## src/rtl/ahb_pkg.sv

```systemverilog
// Shared AHB-Lite encodings and load-master state type for the core load path.
package ahb_pkg;

   typedef enum logic [1:0] {
      HTRANS_IDLE   = 2'd0,
      HTRANS_BUSY   = 2'd1,
      HTRANS_NONSEQ = 2'd2,
      HTRANS_SEQ    = 2'd3
   } htrans_t;

   typedef enum logic [2:0] {
      HSIZE_BYTE = 3'd0,
      HSIZE_HALF = 3'd1,
      HSIZE_WORD = 3'd2
   } hsize_t;

   localparam logic [2:0] HBURST_SINGLE = 3'd0;

   typedef enum logic [2:0] {
      ST_IDLE,
      ST_ADDR,
      ST_DATA,
      ST_WB,
      ST_ERR
   } load_state_t;

   // Core size code 3 has no AHB meaning here; it is issued as a word.
   function automatic logic [2:0] norm_size(input logic [1:0] s);
      return (s == 2'd3) ? 3'(HSIZE_WORD) : {1'b0, s};
   endfunction

   function automatic logic is_misaligned(input logic [1:0] lo, input logic [2:0] sz);
      return ((sz == 3'(HSIZE_HALF)) && lo[0]) ||
             ((sz == 3'(HSIZE_WORD)) && (lo != 2'b00));
   endfunction

endpackage

```

## src/rtl/ahb_load_align.sv

```systemverilog
// Little-endian lane extraction of HRDATA with sign/zero extension to 32 bits.
module ahb_load_align
   import ahb_pkg::*;
(
   input  logic [31:0] hrdata,
   input  logic [1:0]  addr,
   input  logic [2:0]  size,
   input  logic        is_unsigned,
   output logic [31:0] data
);

   logic [7:0]  byte_lane;
   logic [15:0] half_lane;

   always_comb begin
      byte_lane = hrdata[7:0];
      case (addr)
         2'd0: byte_lane = hrdata[7:0];
         2'd1: byte_lane = hrdata[15:8];
         2'd2: byte_lane = hrdata[23:16];
         2'd3: byte_lane = hrdata[31:24];
         default: byte_lane = hrdata[7:0];
      endcase
      half_lane = addr[1] ? hrdata[31:16] : hrdata[15:0];
   end

   always_comb begin
      data = hrdata;
      if (size == 3'(HSIZE_BYTE))
         data = {{24{~is_unsigned & byte_lane[7]}}, byte_lane};
      else if (size == 3'(HSIZE_HALF))
         data = {{16{~is_unsigned & half_lane[15]}}, half_lane};
   end

endmodule

```

## src/rtl/ahb_load_master.sv

```systemverilog
// Single-outstanding AHB-Lite load master feeding the register file AHB write port.
// Optional alignment trap on accept: define AHB_LOAD_ALIGN_CHECK_EN.
//
// state   | meaning
// IDLE    | ready for a load request
// ADDR    | NONSEQ address phase, held until HREADY
// DATA    | data phase, waiting for OKAY or first ERROR cycle
// WB      | one-cycle register-file write strobe
// ERR     | waiting for the second ERROR cycle
module ahb_load_master
   import ahb_pkg::*;
(
   input  logic        clk,
   input  logic        rst_n,
   input  logic        req_valid,
   output logic        req_ready,
   input  logic [31:0] req_addr,
   input  logic [1:0]  req_size,
   input  logic        req_unsigned,
   input  logic [4:0]  req_rd,
   output logic [31:0] HADDR,
   output logic [1:0]  HTRANS,
   output logic        HWRITE,
   output logic [2:0]  HSIZE,
   output logic [2:0]  HBURST,
   input  logic [31:0] HRDATA,
   input  logic        HREADY,
   input  logic        HRESP,
   output logic        AHB_en_rf,
   output logic [4:0]  AHB_address_write_rf,
   output logic [31:0] ReadData_AHB_rf,
   output logic        flag,
   output logic        err_valid,
   output logic [31:0] err_addr
);

   load_state_t state;
   logic        uns_q;
   logic [4:0]  rd_q;
   logic [31:0] load_data;

   assign HWRITE = 1'b0;
   assign HBURST = HBURST_SINGLE;

   // HADDR/HSIZE double as the latched request address and size.
   ahb_load_align u_align (
      .hrdata      (HRDATA),
      .addr        (HADDR[1:0]),
      .size        (HSIZE),
      .is_unsigned (uns_q),
      .data        (load_data)
   );

   always_ff @(posedge clk or negedge rst_n) begin
      if (!rst_n) begin
         state                <= ST_IDLE;
         req_ready            <= 1'b1;
         HTRANS               <= HTRANS_IDLE;
         HADDR                <= '0;
         HSIZE                <= '0;
         uns_q                <= 1'b0;
         rd_q                 <= '0;
         AHB_en_rf            <= 1'b0;
         AHB_address_write_rf <= '0;
         ReadData_AHB_rf      <= '0;
         flag                 <= 1'b0;
         err_valid            <= 1'b0;
         err_addr             <= '0;
      end else begin
         AHB_en_rf <= 1'b0;
         err_valid <= 1'b0;
         case (state)
            ST_IDLE: begin
               if (req_valid) begin
`ifdef AHB_LOAD_ALIGN_CHECK_EN
                  if (is_misaligned(req_addr[1:0], norm_size(req_size))) begin
                     err_valid <= 1'b1;
                     err_addr  <= req_addr;
                  end else
`endif
                  begin
                     state     <= ST_ADDR;
                     req_ready <= 1'b0;
                     flag      <= 1'b1;
                     HTRANS    <= HTRANS_NONSEQ;
                     HADDR     <= req_addr;
                     HSIZE     <= norm_size(req_size);
                     uns_q     <= req_unsigned;
                     rd_q      <= req_rd;
                  end
               end
            end
            ST_ADDR: begin
               if (HREADY) begin
                  state  <= ST_DATA;
                  HTRANS <= HTRANS_IDLE;
               end
            end
            ST_DATA: begin
               if (HREADY && !HRESP) begin
                  state                <= ST_WB;
                  ReadData_AHB_rf      <= load_data;
                  AHB_address_write_rf <= rd_q;
                  AHB_en_rf            <= (rd_q != 5'd0);
               end else if (HRESP && !HREADY) begin
                  state <= ST_ERR;
               end else if (HRESP) begin
                  // Malformed single-cycle error: complete it rather than hang.
                  state     <= ST_IDLE;
                  req_ready <= 1'b1;
                  flag      <= 1'b0;
                  err_valid <= 1'b1;
                  err_addr  <= HADDR;
               end
            end
            ST_WB: begin
               state     <= ST_IDLE;
               req_ready <= 1'b1;
               flag      <= 1'b0;
            end
            ST_ERR: begin
               if (HREADY) begin
                  state     <= ST_IDLE;
                  req_ready <= 1'b1;
                  flag      <= 1'b0;
                  err_valid <= 1'b1;
                  err_addr  <= HADDR;
               end
            end
            default: begin
               state     <= ST_IDLE;
               req_ready <= 1'b1;
               flag      <= 1'b0;
               HTRANS    <= HTRANS_IDLE;
            end
         endcase
      end
   end

endmodule

```

## config.mk

```make
export PLATFORM = sky130hd
export DESIGN_NAME = ahb_load_master
export DESIGN_NICKNAME = d
export VERILOG_FILES = /design/src/rtl/ahb_pkg.sv /design/src/rtl/ahb_load_align.sv /design/src/rtl/ahb_load_master.sv
export SDC_FILE = /design/constraint.sdc
export NUM_CORES = 1
export LEC_CHECK = 0
export ABC_AREA = 1
export BUFFER_PORTS_ARGS = -buffer_cell sky130_fd_sc_hd__buf_4
export CORE_MARGIN = 2
export CORE_UTILIZATION = 34
export DETAILED_ROUTE_END_ITERATION = 7
export PLACE_DENSITY = 0.64
export SYNTH_ARGS = -nofsm -noshare
export SYNTH_HDL_FRONTEND = slang
export SYNTH_SLANG_ARGS = --single-unit
```

## constraint.sdc

```tcl
create_clock -name clk -period 3.3 [get_ports clk]
set_input_delay 0.165 -clock clk [delete_from_list [all_inputs] [get_ports clk]]
set_output_delay 0.165 -clock clk [all_outputs]
set_load 0.02 [all_outputs]
```

==> reports/metrics.csv <==
metric,value,unit
largest net degree at the start of global routing,69,
post-synth top area share,51.7,%
top area cells in the synthesized netlist,"dfrtp_1 52%, nand2_1 25%, inv_1 6.1%",
post-route clock period utilization,66.7,%
first-pass GRT wire length,26.3,mm
post-synthesis sequential area ratio,52.1,%
remaining antenna violation count,0,
Crit path top cell by count,nand2_1,
die extent in y,133,um
cell-internal power,4.68,mW
flip-flop and latch count after synthesis,117,
WP data arrival,2.54,ns
Sw Share,41.4,%
Sink Count,117,
post-route cell area,8100,sq um
Final Skew,0.00680,ns
"Avg Cell Area, Syn",7.48,sq um
core area,16000,sq um
# diodes,0,
leakage,4.55,nW
final setup vio count,0,
YS warnings,0,
DP Cell Count,1122,
Psw,3.31,mW
"most common cell after layout, fill and taps aside",nand2_1,
worst path bufs/invs,1,
total gr overflow,0,
CP cell instances,inv_2 -> nand2_2 -> a21oi_2 -> nand3_2 -> nand2_1 -> nand2_1 -> nand2_1,
wire per inst,13.8,um
initial antenna violation count,0,
status,finished clean,
fin crit period,2.20,ns
measured slew at the worst slew-check pin,0.628,ns
RSZ-0062 raised after global routing,no,
Area growth syn-to-layout,44.1,%
distinct cell type count after synthesis,24,
maxcap violations,0,
H-tree level count,4,
layout cells sized above 1,24.7,%
Die W,133,um
Critical Path Max Stage Delay,0.61,ns
Initial DRC Count,304,
Critical-path top delay cell,dfrtp_1,
most frequent cells in the layout,"373 x nand2_1, 189 x buf_4, 116 x dfrtp_1",
Root Buffer,clkbuf_16,
final hold viol count,0,
die area,17600,sq um
peak supply drop,0.000459,V
FF+latch area,2930,sq um
Syn Inst Count,751,
# port buffers,184,
slew margin rel.,58.1,%
HP Class,in2reg,
Post-DP Area,7080,sq um
worst-skew pair later-pin latency,0.41,ns
placement row count,46,
DRC Markers,0,
vias in the first global route,5066,
PD cells,987,nW/um^2
Seq pwr share,32.2,%
post-synth top area cell,dfrtp_1,
Total Wirelength,16.5,mm
worst setup margin,1.10,ns
clock-pin slew on the worst setup and hold paths,0.06,ns
Startpoint Class,register,
Initial Util,35.1,%
Multi-input gate area,2080,sq um
Crit Path Max Fanout,24,
Final Slew Violations,0,
Post-Syn Area,5620,sq um
Setup crit end kind,register,
Worst EP required,3.64,ns
Tot GR Track Use,18.9,%
DP HPWL,11.4,mm
Max Clk Rate,455,MHz
IO Pins,191,
CTS tree,done,
Crit Path Class,reg2reg,
worst-case clock buffer depth,2,
clock share of power,23.8,%
final std cells w/o fill,1194,
"worst slack, placed",1.14,ns
# nets final,1042,
setup TNS,0,ns
fillers,1615,
fin util,50.6,%
via density per instance,4.40,
WHS,0.0316,ns
CTS buffer count,17,
Pwr Total,7.99,mW
placer congestion estimate,0.862,
Crit path max-delay family,simple AND/OR/NAND/NOR gates,
drt first pass iters,5,
routed via count,5256,
Logic pwr share,44.0,%
## Yosys cell counts
master    count
nand2_1     373
a31oi_1       1
clkbuf_1      5
nor2_1       12
nand3_1      30
nor2_2        5
clkinv_1      1
nor3_1        1
o21bai_1      1
o21ai_0      52
buf_4        14
nand3_2       3
inv_2         5
o21ai_1       2
buf_6         9
a21oi_2       1
dfstp_2       1
buf_2        12
dfrtp_1     116
conb_1        1
a21oi_1      11
inv_1        91
nor3b_1       1
nand2_2       3
## final cells by class
type / instances / area share [%]
flip-flops and latches: 117 / 36.2
multi-input cells: 502 / 25.7
repair buffers: 230 / 22.7
clock buffers: 18 / 5.42
inverters: 97 / 4.50
well taps: 216 / 3.34
clock inverters: 14 / 2.19
## per-layer routing
metal	global-route usage, %	vias to the layer above	wire, um
li1	-	2674	-
met5	0	-	0
met4	9.74	0	596
met2	29.7	155	7610
met3	4.18	33	778
met1	24.7	2394	7470
## registers in the layout, summed over array words and instances, names as in the netlist, 2 cells and up
register,flops
HSIZE,2
AHB_address_write_rf,5
rd_q,5
err_addr,32
HADDR,32
ReadData_AHB_rf,32
state,3
## worst register-to-register path, cell delays in order, from the launching register on
cell     delay (ns)
dfrtp_1        0.61
inv_2          0.18
nand2_2        0.30
a21oi_2        0.26
nand3_2        0.43
nand2_1        0.20
nand2_1        0.08
nand2_1        0.09
## kinds of logic (layout without fill, tap and decap cells)
logic type | after synthesis | count (layout) | share of synthesized area [%]
AO/OA/AOI/OAI | 68 | 68 | 6.19
buffers and inverters | 137 | 359 | 11.6
flip-flops | 117 | 117 | 52.1
other | 1 | 6 | 0.0668
AND/OR/NAND/NOR | 428 | 428 | 30.0
## final timing paths
check / from / endpoint / slack (ns) / cells after the start
max in group asynchronous: rst_n / req_ready / 2.32 / 3
max reg2reg: HSIZE[1] / ReadData_AHB_rf[31] / 1.10 / 7
min in group asynchronous: rst_n / ReadData_AHB_rf[14] / 0.23 / 2
max: HSIZE[1] / ReadData_AHB_rf[31] / 1.10 / 7
min: req_size[1] / HSIZE[0] / 0.03 / 4
min reg2reg: req_ready / req_ready / 0.47 / 2
## timing repair
action	4_1_cts	5_1_grt
setup endpoints to repair	0	0
setup buffers	0	0
hold endpoints to repair	66	0
resized for setup	0	0
hold buffers	40	0
## power groups by stage
stage          sequential [mW]  clock, mW  combinational [mW]
3_3_place_gp              2.59          0                3.46
5_1_grt                   2.67       2.01                3.87
3_5_place_dp              2.58          0                3.50
4_1_cts                   2.58       1.94                3.55
6_report                  2.57       1.90                3.52
2_1_floorplan             3.23          0                1.40
Power figures use the tool's default switching activity.
